===== src/rtl/sampling.sv =====
// Purpose : UART receiver oversampling strobe (8x or 16x the selected baud rate) from the system clock.
// Latency : BaudOut is registered; first strobe N clocks after reset release or a config change edge.
// Backpressure: none; free-running strobe. `define SAMPLING_PHASE_EN adds SampleIdx/MidBit phase outputs.
module sampling #(
    parameter int CLK_FREQ = 50_000_000,
    parameter int CNT_W    = 12
) (
    input  logic       Clock,
    input  logic       ResetN,
    input  logic       OverSel,
    input  logic [1:0] BaudRate,
`ifdef SAMPLING_PHASE_EN
    output logic [3:0] SampleIdx,
    output logic       MidBit,
`endif
    output logic       BaudOut
);

    // Rounded divisors, evaluated at elaboration time only.
    localparam int DIV_2400_8   = (CLK_FREQ + 2400 * 8 / 2)   / (2400 * 8);
    localparam int DIV_4800_8   = (CLK_FREQ + 4800 * 8 / 2)   / (4800 * 8);
    localparam int DIV_9600_8   = (CLK_FREQ + 9600 * 8 / 2)   / (9600 * 8);
    localparam int DIV_19200_8  = (CLK_FREQ + 19200 * 8 / 2)  / (19200 * 8);
    localparam int DIV_2400_16  = (CLK_FREQ + 2400 * 16 / 2)  / (2400 * 16);
    localparam int DIV_4800_16  = (CLK_FREQ + 4800 * 16 / 2)  / (4800 * 16);
    localparam int DIV_9600_16  = (CLK_FREQ + 9600 * 16 / 2)  / (9600 * 16);
    localparam int DIV_19200_16 = (CLK_FREQ + 19200 * 16 / 2) / (19200 * 16);

    logic [2:0]       cfgIn;
    logic [2:0]       cfgQ;
    logic             cfgLoaded;
    logic             cfgChange;
    logic [CNT_W-1:0] cnt;
    logic [CNT_W-1:0] lastCnt;

    assign cfgIn = {OverSel, BaudRate};

    // The first edge after reset only captures the configuration; it is not a change.
    assign cfgChange = cfgLoaded && (cfgIn != cfgQ);

    // Terminal count for the live configuration (a change restarts the count anyway).
    always_comb begin
        lastCnt = '0;
        case (cfgIn)
            3'b000:  lastCnt = CNT_W'(DIV_2400_8   - 1);
            3'b001:  lastCnt = CNT_W'(DIV_4800_8   - 1);
            3'b010:  lastCnt = CNT_W'(DIV_9600_8   - 1);
            3'b011:  lastCnt = CNT_W'(DIV_19200_8  - 1);
            3'b100:  lastCnt = CNT_W'(DIV_2400_16  - 1);
            3'b101:  lastCnt = CNT_W'(DIV_4800_16  - 1);
            3'b110:  lastCnt = CNT_W'(DIV_9600_16  - 1);
            default: lastCnt = CNT_W'(DIV_19200_16 - 1);
        endcase
    end

    // Divisor counter and registered one-cycle strobe; a config change restarts the period silently.
    always_ff @(posedge Clock or negedge ResetN) begin
        if (!ResetN) begin
            cnt       <= '0;
            BaudOut   <= 1'b0;
            cfgQ      <= 3'b000;
            cfgLoaded <= 1'b0;
        end else begin
            cfgQ      <= cfgIn;
            cfgLoaded <= 1'b1;
            if (cfgChange) begin
                cnt     <= '0;
                BaudOut <= 1'b0;
            end else if (cnt >= lastCnt) begin
                cnt     <= '0;
                BaudOut <= 1'b1;
            end else begin
                cnt     <= cnt + CNT_W'(1);
                BaudOut <= 1'b0;
            end
        end
    end

`ifdef SAMPLING_PHASE_EN
    logic [3:0] lastIdx;
    logic [3:0] midIdx;

    assign lastIdx = cfgQ[2] ? 4'd15 : 4'd7;
    assign midIdx  = cfgQ[2] ? 4'd7  : 4'd3;

    // Strobe index within one bit time; advances after each strobe, restarts on a config change.
    always_ff @(posedge Clock or negedge ResetN) begin
        if (!ResetN) begin
            SampleIdx <= 4'd0;
        end else if (cfgChange) begin
            SampleIdx <= 4'd0;
        end else if (BaudOut) begin
            SampleIdx <= (SampleIdx == lastIdx) ? 4'd0 : SampleIdx + 4'd1;
        end
    end

    // Bit-centre strobe; SampleIdx still shows the index of the strobe currently high.
    assign MidBit = BaudOut && (SampleIdx == midIdx);
`endif

endmodule


===== config.mk =====
export PLATFORM = sky130hd
export DESIGN_NAME = sampling
export DESIGN_NICKNAME = d
export VERILOG_FILES = /design/src/rtl/sampling.sv
export SDC_FILE = /design/constraint.sdc
export NUM_CORES = 1
export LEC_CHECK = 0
export BUFFER_PORTS_ARGS = -buffer_cell sky130_fd_sc_hd__buf_2
export CAP_MARGIN = 0
export CORE_ASPECT_RATIO = 0.75
export CORE_MARGIN = 3
export CORE_UTILIZATION = 35
export DETAILED_ROUTE_END_ITERATION = 7
export SYNTH_ARGS = -nofsm -noshare
export SYNTH_HDL_FRONTEND = slang
export SYNTH_SLANG_ARGS = --single-unit

===== constraint.sdc =====
create_clock -name Clock -period 4.45 [get_ports Clock]
set_clock_uncertainty 0.15 [all_clocks]
set_input_delay 0 -clock Clock [delete_from_list [all_inputs] [get_ports Clock]]
set_output_delay 0 -clock Clock [all_outputs]
set_load 0.01 [all_outputs]

After elaboration in Yosys (flattened, before gate mapping) --
Index checks and enable logic that the tools add are counted. W data, S select, Z words.
Cells by class: $add $sub $neg 1, order comparisons 1, equality and inequality tests 7, multiplexer cells 5, reductions and logical operators 5
Operators with widths (count):
- $pmux W12 S4 | 1
- $mux W12 | 2
- $add A12 B1 Y12 const B | 1
- $ge A12 B12 Y1 | 1
- $eq A3 B3 Y1 const B | 3
- $eq A3 B2 Y1 const B | 2
- $reduce_or A2 Y1 | 3
- $eq A3 B1 Y1 const B | 1
- $logic_not A3 Y1 | 1
- $ne A3 B3 Y1 | 1
- $mux W1 | 2
- $logic_and A1 B1 Y1 | 1
Word-level totals: register bits 17, input port bits 5, output and inout port bits 1

Longest topological paths before layout --
Gate-level depths: netlist of run 1.
word-level depth 6, gate-level depth with buffers 9, mapped depth without buffers 8

Worst setup path before layout of run 1 --
No wires, ideal clock.
kind reg-to-reg, from reg cnt[9], to reg cnt[3], data arrival time 1721 ps, slack 2443 ps, stages on the path, launching flop included 7, path through dfrtp_1 > ha_1 > nand4_1 > or4_4 > o21ai_2 > buf_6 > nor3_1
Between the ends: cells in the longest elaborated chain, start to end 3
RTL lines:
- start, declared | line 33 | logic [CNT_W-1:0] cnt;
- start signal, assigned | line 73 | cnt <= cnt + CNT_W'(1);
- $ge A12 B12 Y1 | line 69 | end else if (cnt >= lastCnt) begin
- $mux W12 | line 69
- $mux W12 | line 66 | if (cfgChange) begin
No other way between the ends.

Worst setup path after layout of run 1 --
from in BaudRate[0], to reg cnt[11]
Between the ends: cells in the longest elaborated chain, start to end 6, elaborated cells between the ends (all ways) 16, those cells by class order compare (1); eq/ne (7); mux (3); reduce/logical (5)
RTL lines:
- start, declared | line 11 | input logic [1:0] BaudRate,
- $eq A3 B3 Y1 (tied with other cells) | line 44 | case (cfgIn)
- $reduce_or A2 Y1 (no line)
- $pmux W12 S4 | line 44
- $ge A12 B12 Y1 | line 69
- $mux W12 | line 69
- $mux W12 * | line 66
Mark *: on every way between the ends. The rest lies on a longest branch, timed or not.

==> impl_metrics.env, run 1 <==
export IMPL_clockBufferDepth=2
export IMPL_status="finished clean"
export IMPL_drv_slew=0
export IMPL_crit_path_end_kind="flop"
export IMPL_grt_max_degree=18
export IMPL_area_growth_synth_to_final_pct=13.66
export IMPL_leakagePower_nw=0.5318
export IMPL_gp_congestion=0.9332
export IMPL_syn_area_per_cell_um2=9.491
export IMPL_setup_violations=0
export IMPL_holdWs_ns=0.04427
export IMPL_crit_arrival_ns=2.70
export IMPL_rsz0062_at_grt="no"
export IMPL_syn_inst=111
export IMPL_root_buffer="clkbuf_8"
export IMPL_die_w_um=69.35
export IMPL_path_max_fanout=12
export IMPL_rows=16
export IMPL_cts_buffers=3
export IMPL_mostFrequentLayoutCell="dfrtp_1"
export IMPL_powerDensity_mw_per_mm2=292.3
export IMPL_p_comb_frac=0.177
export IMPL_grt_pass1_wl_um=3519
export IMPL_synth_top_area_share=0.4038
export IMPL_grt_total_usage=0.1252
export IMPL_synth_cell_types=24
export IMPL_regArea_um2=425.4
export IMPL_fin_nets=141
export IMPL_vias=802
export IMPL_syn_nets=129
export IMPL_hpwl_um=1574
export IMPL_postCtsSetupRepairBufs=0
export IMPL_cts_htree_levels=1
export IMPL_slew_headroom=0.6540
export IMPL_fin_cells=158
export IMPL_min_period_ns=2.738
export IMPL_n_fill_cell=257
export IMPL_ios=6
export IMPL_swShare=0.2827
export IMPL_routedWlPerCell_um=13.00
export IMPL_synth_largest_area_cell="dfrtp_1"
export IMPL_clk_pin_slew_ns=0.07
export IMPL_firstDrtPassIters=4
export IMPL_fp_coreArea_mm2=0.002743
export IMPL_die_h_um=53.52
export IMPL_p_seq_frac=0.490
export IMPL_drive_above_1_share=0.09016
export IMPL_fmax_mhz=365.2
export IMPL_diodes=0
export IMPL_multi_input_area_um2=590.6
export IMPL_first_iter_violations=27
export IMPL_ys_ff_latch=17
export IMPL_p_clk_frac=0.333
export IMPL_yosysWarnings=0
export IMPL_die_area_mm2=0.003711
export IMPL_layout_common_cells="dfrtp_1 (17), nor3_1 (15), ha_1 (13)"
export IMPL_ys_top_cells_by_area="dfrtp_1 (40%), ha_1 (15%), nor3_1 (7.1%)"
export IMPL_cts_sinks=17
export IMPL_yosysSeqAreaShare=0.4038
export IMPL_start_util=0.3841
export IMPL_wl_um=2054
export IMPL_antenna_found_initial=0
export IMPL_first_global_vias=744
export IMPL_worstHoldPathType="in2async"
export IMPL_worst_setup_path_type="in2reg"
export IMPL_internal_power_mw=0.2510
export IMPL_max_cap_violations=0
export IMPL_viasPerCell=5.076
export IMPL_finalCritPeriodShare=0.6153
export IMPL_gr_total_overflow=0
export IMPL_ant_nets=0
export IMPL_hold_viol=0
export IMPL_dp_cells=150
export IMPL_numPortBuffers=5
export IMPL_tns_ns=0
export IMPL_worstPathRequired_ns=4.42
export IMPL_p_sw_mw=0.09896
export IMPL_syn_area_mm2=0.001054
export IMPL_ir_drop_mv=0.2130
export IMPL_clk_latency_ns=0.25
export IMPL_worst_slew_pin_slew_ns=0.5189
export IMPL_startpoint_type="input port"
export IMPL_drc=0
export IMPL_cts_tree="done"
power groups by stage:
stage | logic [mW] | registers, mW | clock network, mW
floorplan | 0.0439 | 0.172 | 0
global placement | 0.0586 | 0.174 | 0
detailed placement | 0.0599 | 0.174 | 0
CTS | 0.0629 | 0.171 | 0.121
global route | 0.0724 | 0.173 | 0.128
finish | 0.0621 | 0.171 | 0.117
routing by layer:
metal	global-route usage	vias up	wire length [um]	share of wire
met5	0	-	0	0
met4	0.03896	0	19	0.0093
met3	0.03416	2	111	0.054
met2	0.1946	21	920	0.45
met1	0.1707	370	1003	0.49
li1	-	409	-	-
layout make-up:
type                    count  share of cell area
clock buffers               3             0.03448
clock inverters             1            0.006270
inverters                   6             0.01881
multi-input cells          86              0.4932
flip-flops and latches     17              0.3553
well taps                  36             0.03762
repair buffers              9             0.05434
critical path: stages:
cell           delay (ns)
dlygate4sd3_1        0.54
buf_2                0.16
xor2_1               0.30
nand2_1              0.14
ha_1                 0.33
nand4_1              0.10
or4_4                0.56
o21ai_2              0.46
nor3_1               0.11
through the flow:
step	util	setup WS (ns)	total power [mW]	cell area, um2
after floorplan	-	2.443	0.2159	1054
after global placement	0.4042	2.122	0.2330	1109
after detailed placement	0.4042	2.008	0.2341	1109
after CTS	0.4366	1.730	0.3549	1197
after global routing	0.4366	1.547	0.3733	1197
final	0.4366	1.712	0.3500	1197
what timing repair did:
action	in CTS	in global routing
gates resized for setup	0	0
hold endpoints to repair	20	0
hold buffers	4	0
logic make-up (layout without fill, tap and decap cells):
kind of cell | after synthesis | in the layout | synth area share
AO/OA/AOI/OAI | 14 | 14 | 0.08433
XOR/XNOR | 14 | 14 | 0.1164
flip-flops | 17 | 17 | 0.4038
buffers and inverters | 8 | 19 | 0.03562
AND/OR/NAND/NOR | 44 | 44 | 0.2019
other | 1 | 1 | 0.003560
adder cells (fa/ha/maj) | 13 | 13 | 0.1544
cell usage after synthesis, drive strengths merged:
library cell and number:
conb 1, clkbuf 1, and2 1, nor3 15, nand3 6, or4 1
buf 1, ha 13, nand2 10, xor2 6, a21boi 1, o21a 2
nand4 2, o21ai 3, dfrtp 17, inv 6, nor3b 1, nor4 1
o31ai 1, a221o 1, xnor2 8, a21oi 6, nor2 7
flip-flops by register name, indices dropped and copies added (netlist names):
signal / cells
cfgQ: 3
cfgLoaded: 1
BaudOut: 1
cnt: 12
final timing paths:
kind,from,end,slack (ns),depth (start not counted)
setup reg to reg,cnt[9]$_DFF_PN0_,cnt[11]$_DFF_PN0_,2.18,5
hold reg to reg,cnt[0]$_DFF_PN0_,cnt[0]$_DFF_PN0_,0.37,1
setup / recovery,BaudRate[0],cnt[11]$_DFF_PN0_,1.71,9
hold / removal,ResetN,cnt[0]$_DFF_PN0_,0.04,2
min in group Clock,OverSel,cfgQ[2]$_DFF_PN0_,0.30,2
max in group asynchronous,ResetN,cnt[5]$_DFF_PN0_,3.83,2
(Power assumes the default switching activity.)
==> run 2, diff against run 1 <==
Clock period 4.45 ns to 2.7 ns, I/O delays scaled along.
==> run 2 against run 1 <==
Register-to-register slack got worse by 1.8 ns. Hold slack better by 0.0072 ns. Non-clock buffer count stayed put. Cell count unchanged. Combinational power is 66% higher. Utilization decreased by 0.14 points. Global-route usage increased by 0.66 points. Sequential power rose by 65%. Die area unchanged. Critical path depth did not move. Critical path type unchanged. Largest power group unchanged.
==> impl_metrics.env, run 2 (synthesis results as in run 1) <==
export IMPL_finish_utilization=0.4352
export IMPL_clk_pin_slew_ns=0.06
export IMPL_rrSetupSlack_ns=0.43
export IMPL_root_buffer="clkbuf_8"
export IMPL_fin_nets=141
export IMPL_routedWlPerCell_um=13.35
export IMPL_drv_slew=0
export IMPL_min_period_ns=2.500
export IMPL_worstPathRequired_ns=2.66
export IMPL_grt_max_degree=18
export IMPL_mostFrequentLayoutCell="dfrtp_1"
export IMPL_diodes=0
export IMPL_rows=16
export IMPL_die_w_um=69.35
export IMPL_tns_ns=0
export IMPL_gr_total_overflow=0
export IMPL_top_regs="cnt x12, cfgQ x3"
export IMPL_p_total_mw=0.5715
export IMPL_worstHoldPathType="in2async"
export IMPL_worst_slack_ns=0.1998
export IMPL_vias=799
export IMPL_startpoint_type="input port"
export IMPL_finalCritPeriodShare=0.9260
export IMPL_grt_total_usage=0.1318
export IMPL_r2r_end="cnt[7]$_DFF_PN0_"
export IMPL_status="finished clean"
export IMPL_crit_path_end_kind="flop"
export IMPL_max_cap_violations=0
export IMPL_die_h_um=53.52
export IMPL_cts_buffers=3
export IMPL_die_area_mm2=0.003711
export IMPL_firstDrtPassIters=4
export IMPL_drc=0
export IMPL_antenna_found_initial=0
export IMPL_layout_common_cells="dfrtp_1 (17), nor3_1 (15), ha_1 (13)"
export IMPL_cts_sinks=17
export IMPL_regMostFlops="cnt"
export IMPL_hpwl_um=1576
export IMPL_setup_violations=0
export IMPL_start_util=0.3841
export IMPL_hold_viol=0
export IMPL_viasPerCell=5.057
export IMPL_worst_slew_pin_slew_ns=0.5036
export IMPL_crit_arrival_ns=2.46
export IMPL_gp_congestion=0.9335
export IMPL_fp_coreArea_mm2=0.002743
export IMPL_slowest_stage="or4_4"
export IMPL_place_ws_ns=0.2571
export IMPL_cts_htree_levels=1
export IMPL_grt_pass1_wl_um=3643
export IMPL_clk_latency_ns=0.25
export IMPL_worst_setup_path_type="in2reg"
export IMPL_largest_reg_flops=12
export IMPL_cts_tree="done"
export IMPL_wl_um=2110
export IMPL_ir_drop_mv=0.2722
export IMPL_post_cts_resized=0
export IMPL_area_growth_synth_to_final_pct=13.30
export IMPL_rsz0062_at_grt="no"
export IMPL_ctsHoldBuffers=4
export IMPL_timing_rr_start="cnt[9]$_DFF_PN0_"
export IMPL_ant_nets=0
export IMPL_drive_above_1_share=0.08197
export IMPL_slowest_delay_ns=0.56
export IMPL_leakagePower_nw=0.5328
export IMPL_r2r_cells=5
export IMPL_ios=6
export IMPL_powerDensity_mw_per_mm2=478.8
export IMPL_first_iter_violations=33
export IMPL_first_global_vias=755
export IMPL_postCtsSetupRepairBufs=0
export IMPL_clockBufferDepth=2
export IMPL_numPortBuffers=5
export IMPL_path_cells="dlygate4sd3_1, buf_2, inv_1, a21oi_1, ha_1, nand4_1, or4_4, o21ai_2, nor3_1"
export IMPL_slew_headroom=0.6643
export IMPL_path_max_fanout=12
export IMPL_n_fill_cell=259
export IMPL_fmax_mhz=400.0
[run 2: changes by cell type in the layout (fill, tap and decap cells not counted)]
cell and delta:
clkinvlp_4 -1, clkbuf_1 +1
[run 2: worst max path at each step]
stage                                 from                to  slack [ns]  cells after the start
after floorplan           cnt[9]$_DFF_PN0_  cnt[3]$_DFF_PN0_        0.69                      6
after global placement         BaudRate[0]  cnt[0]$_DFF_PN0_        0.37                      8
after detailed placement       BaudRate[0]  cnt[5]$_DFF_PN0_        0.26                      8
after CTS                      BaudRate[1]  cnt[8]$_DFF_PN0_        0.23                      9
after global routing           BaudRate[1]  cnt[7]$_DFF_PN0_        0.02                      9
final                          BaudRate[1]  cnt[7]$_DFF_PN0_        0.20                      9
[run 2: worst max-delay path: cells and delay by family]
family          cells  cell delay [ns]
buf+inv             3             0.81
simple gates        3             0.78
compound gates      2             0.56
fa+ha+maj           1             0.31
[run 2: metrics by stage]
step / hold slack (ns) / instances / cell area (um2)
floorplan: -0.4456 / 111 / 1054
global placement: -0.2132 / 150 / 1109
detailed placement: -0.2090 / 150 / 1109
CTS: 0.05643 / 158 / 1194
global route: 0.09608 / 158 / 1194
finish: 0.05149 / 158 / 1194
[run 2: layout make-up]
class,instances,area (um2),share of cell area
Timing Repair Buffer,9,65.06,0.05451
Tap cell,36,45.04,0.03774
Sequential cell,17,425.4,0.3564
Inverter,6,22.52,0.01887
Clock buffer,4,45.04,0.03774
Multi-Input combinational cell,86,590.6,0.4948
[run 2: report_power, final]
group | leakage, nW | switching, mW | internal [mW]
registers | 0.225 | 0.0154 | 0.268
logic | 0.285 | 0.0604 | 0.0427
clock network | 0.0228 | 0.0808 | 0.105
total | 0.533 | 0.157 | 0.415
[run 2: per-layer routing]
layer	share of wire	wire length, um	global-route usage
met5	0	0	0
met4	0.019	41	0.06818
met3	0.038	80	0.02277
met2	0.44	932	0.1978
met1	0.50	1055	0.1833
==> run 3, diff against run 2 <==
Settings changed: CELL_PAD_IN_SITES_DETAIL_PLACEMENT set to 1, CELL_PAD_IN_SITES_GLOBAL_PLACEMENT set to 1, PLACE_DENSITY_LB_ADDON set to 0.1.
Clock period 2.7 ns to 2.99 ns, I/O delays scaled along.
==> run 3 against run 2 <==
Die area did not move. Critical path depth did not move. Clock-buffer cell count did not move. Worst setup slack improved by 0.069 ns. Routed wire length rose by 14%. Non-clock buffer count did not move. Sequential share of layout area fell by 0.22 points. Design area rose by 0.63%. First-iteration DRC count fell by 48%. Cell count did not move. Utilization rose by 0.27 points. Largest cell class unchanged. Highest routed layer unchanged.
==> impl_metrics.env, run 3 (synthesis results as in run 1) <==
export IMPL_ant_nets=0
export IMPL_worst_setup_path_type="in2reg"
export IMPL_finalCritPeriodShare=0.9101
export IMPL_clk_latency_ns=0.25
export IMPL_die_w_um=69.35
export IMPL_fin_area_mm2=0.001201
export IMPL_first_global_vias=807
export IMPL_worstHoldPathType="in2async"
export IMPL_powerDensity_mw_per_mm2=440.4
export IMPL_fin_nets=141
export IMPL_tns_ns=0
export IMPL_drv_slew=0
export IMPL_clk_pin_slew_ns=0.07
export IMPL_antenna_found_initial=0
export IMPL_die_h_um=53.52
export IMPL_cts_tree="done"
export IMPL_slowest_stage="or4_4"
export IMPL_status="finished clean"
export IMPL_setup_violations=0
export IMPL_n_fill_cell=320
export IMPL_ios=6
export IMPL_top_regs="cnt x12, cfgQ x3"
export IMPL_grt_max_degree=18
export IMPL_vias=830
export IMPL_grt_total_usage=0.1458
export IMPL_ir_drop_mv=0.2523
export IMPL_crit_buf_inv=2
export IMPL_path_cells="dlygate4sd3_1, buf_2, xor2_1, nand2_1, ha_1, nand4_1, or4_4, o21ai_4, nor3_1"
export IMPL_area_growth_synth_to_final_pct=14.01
export IMPL_placed_area_mm2=0.001109
export IMPL_gp_congestion=0.8082
export IMPL_numPortBuffers=5
export IMPL_routedWlPerCell_um=15.28
export IMPL_startpoint_type="input port"
export IMPL_firstDrtPassIters=4
export IMPL_clockBufferDepth=2
export IMPL_regMostFlops="cnt"
export IMPL_finish_utilization=0.4380
export IMPL_path_max_fanout=12
export IMPL_die_area_mm2=0.003711
export IMPL_diodes=0
export IMPL_fp_coreArea_mm2=0.002743
export IMPL_rsz0062_at_grt="no"
export IMPL_max_cap_violations=0
export IMPL_hold_viol=0
export IMPL_min_period_ns=2.721
export IMPL_gr_total_overflow=0
export IMPL_cts_htree_levels=1
export IMPL_p_total_mw=0.5290
export IMPL_hpwl_um=1840
export IMPL_critical_path_top_delay_family="simple AND/OR/NAND/NOR gates"
export IMPL_first_iter_violations=17
export IMPL_drive_above_1_share=0.08197
export IMPL_drc=0
export IMPL_rows=16
export IMPL_place_ws_ns=0.4677
export IMPL_worst_slew_pin_slew_ns=0.4999
export IMPL_viasPerCell=5.253
export IMPL_slowest_delay_ns=0.59
export IMPL_cts_sinks=17
export IMPL_crit_arrival_ns=2.68
export IMPL_leakagePower_nw=0.5338
export IMPL_worst_slack_ns=0.2688
export IMPL_layout_common_cells="dfrtp_1 (17), nor3_1 (15), ha_1 (13)"
export IMPL_crit_path_end_kind="flop"
export IMPL_worstPathRequired_ns=2.95
export IMPL_slew_headroom=0.6667
export IMPL_postCtsSetupRepairBufs=0
export IMPL_grt_pass1_wl_um=4008
export IMPL_largest_reg_flops=12
export IMPL_cts_buffers=3
export IMPL_mostFrequentLayoutCell="dfrtp_1"
export IMPL_fmax_mhz=367.5
export IMPL_start_util=0.3841
export IMPL_wl_um=2415
export IMPL_root_buffer="clkbuf_8"
## run 3: changes by cell type in the layout (fill, tap and decap cells not counted)
| cell | previous run | this run |
|---|---|---|
| o21ai_2 | 1 | 0 |
| o21ai_4 | 0 | 1 |
## run 3: cell type report
| cell class | count | area, um2 | area share |
|---|---|---|---|
| multi-input combinational | 86 | 598.1 | 0.4979 |
| sequential | 17 | 425.4 | 0.3542 |
| timing repair buffer | 9 | 65.06 | 0.05417 |
| clock buffer | 4 | 45.04 | 0.03750 |
| tap | 36 | 45.04 | 0.03750 |
| inverter | 6 | 22.52 | 0.01875 |
## run 3: routing by layer
| metal | global-route usage | vias up | part of all wire |
|---|---|---|---|
| li1 | - | 410 | - |
| met1 | 0.2069 | 410 | 0.52 |
| met2 | 0.2231 | 8 | 0.45 |
| met3 | 0.03416 | 2 | 0.022 |
| met4 | 0.03896 | 0 | 0.0075 |
| met5 | 0 | - | 0 |
## run 3: path summary, 6_finish.rpt
check	start	end	slack, ns	depth (start not counted)
setup / recovery	BaudRate[0]	cnt[6]$_DFF_PN0_	0.27	9
hold / removal	ResetN	BaudOut$_DFF_PN0_	0.06	2
setup reg to reg	cnt[10]$_DFF_PN0_	cnt[6]$_DFF_PN0_	0.75	5
hold reg to reg	cnt[0]$_DFF_PN0_	cnt[0]$_DFF_PN0_	0.39	1
max in group asynchronous	ResetN	cnt[5]$_DFF_PN0_	2.35	2
min in group Clock	BaudRate[0]	cfgQ[0]$_DFF_PN0_	0.31	2
## run 3: power by group
group / switching (mW) / total, mW / internal [mW] / leakage (nW)
sequential: 0.0154 / 0.257 / 0.241 / 0.225
clock: 0.0787 / 0.173 / 0.0945 / 0.0228
combinational: 0.0599 / 0.0991 / 0.0392 / 0.286
total: 0.154 / 0.529 / 0.375 / 0.534
## run 3: per-stage QoR
stage | std cells | hold WS, ns
final | 158 | 0.06236
after global routing | 158 | 0.1019
after CTS | 158 | 0.06744
after detailed placement | 150 | -0.1898
after global placement | 150 | -0.1988
after floorplan | 111 | -0.4456
## run 3: timing repair
item	in CTS	in global routing
endpoints found under the hold margin	20	0
setup endpoints to repair	0	4
hold buffers	4	0
resized for setup	0	1
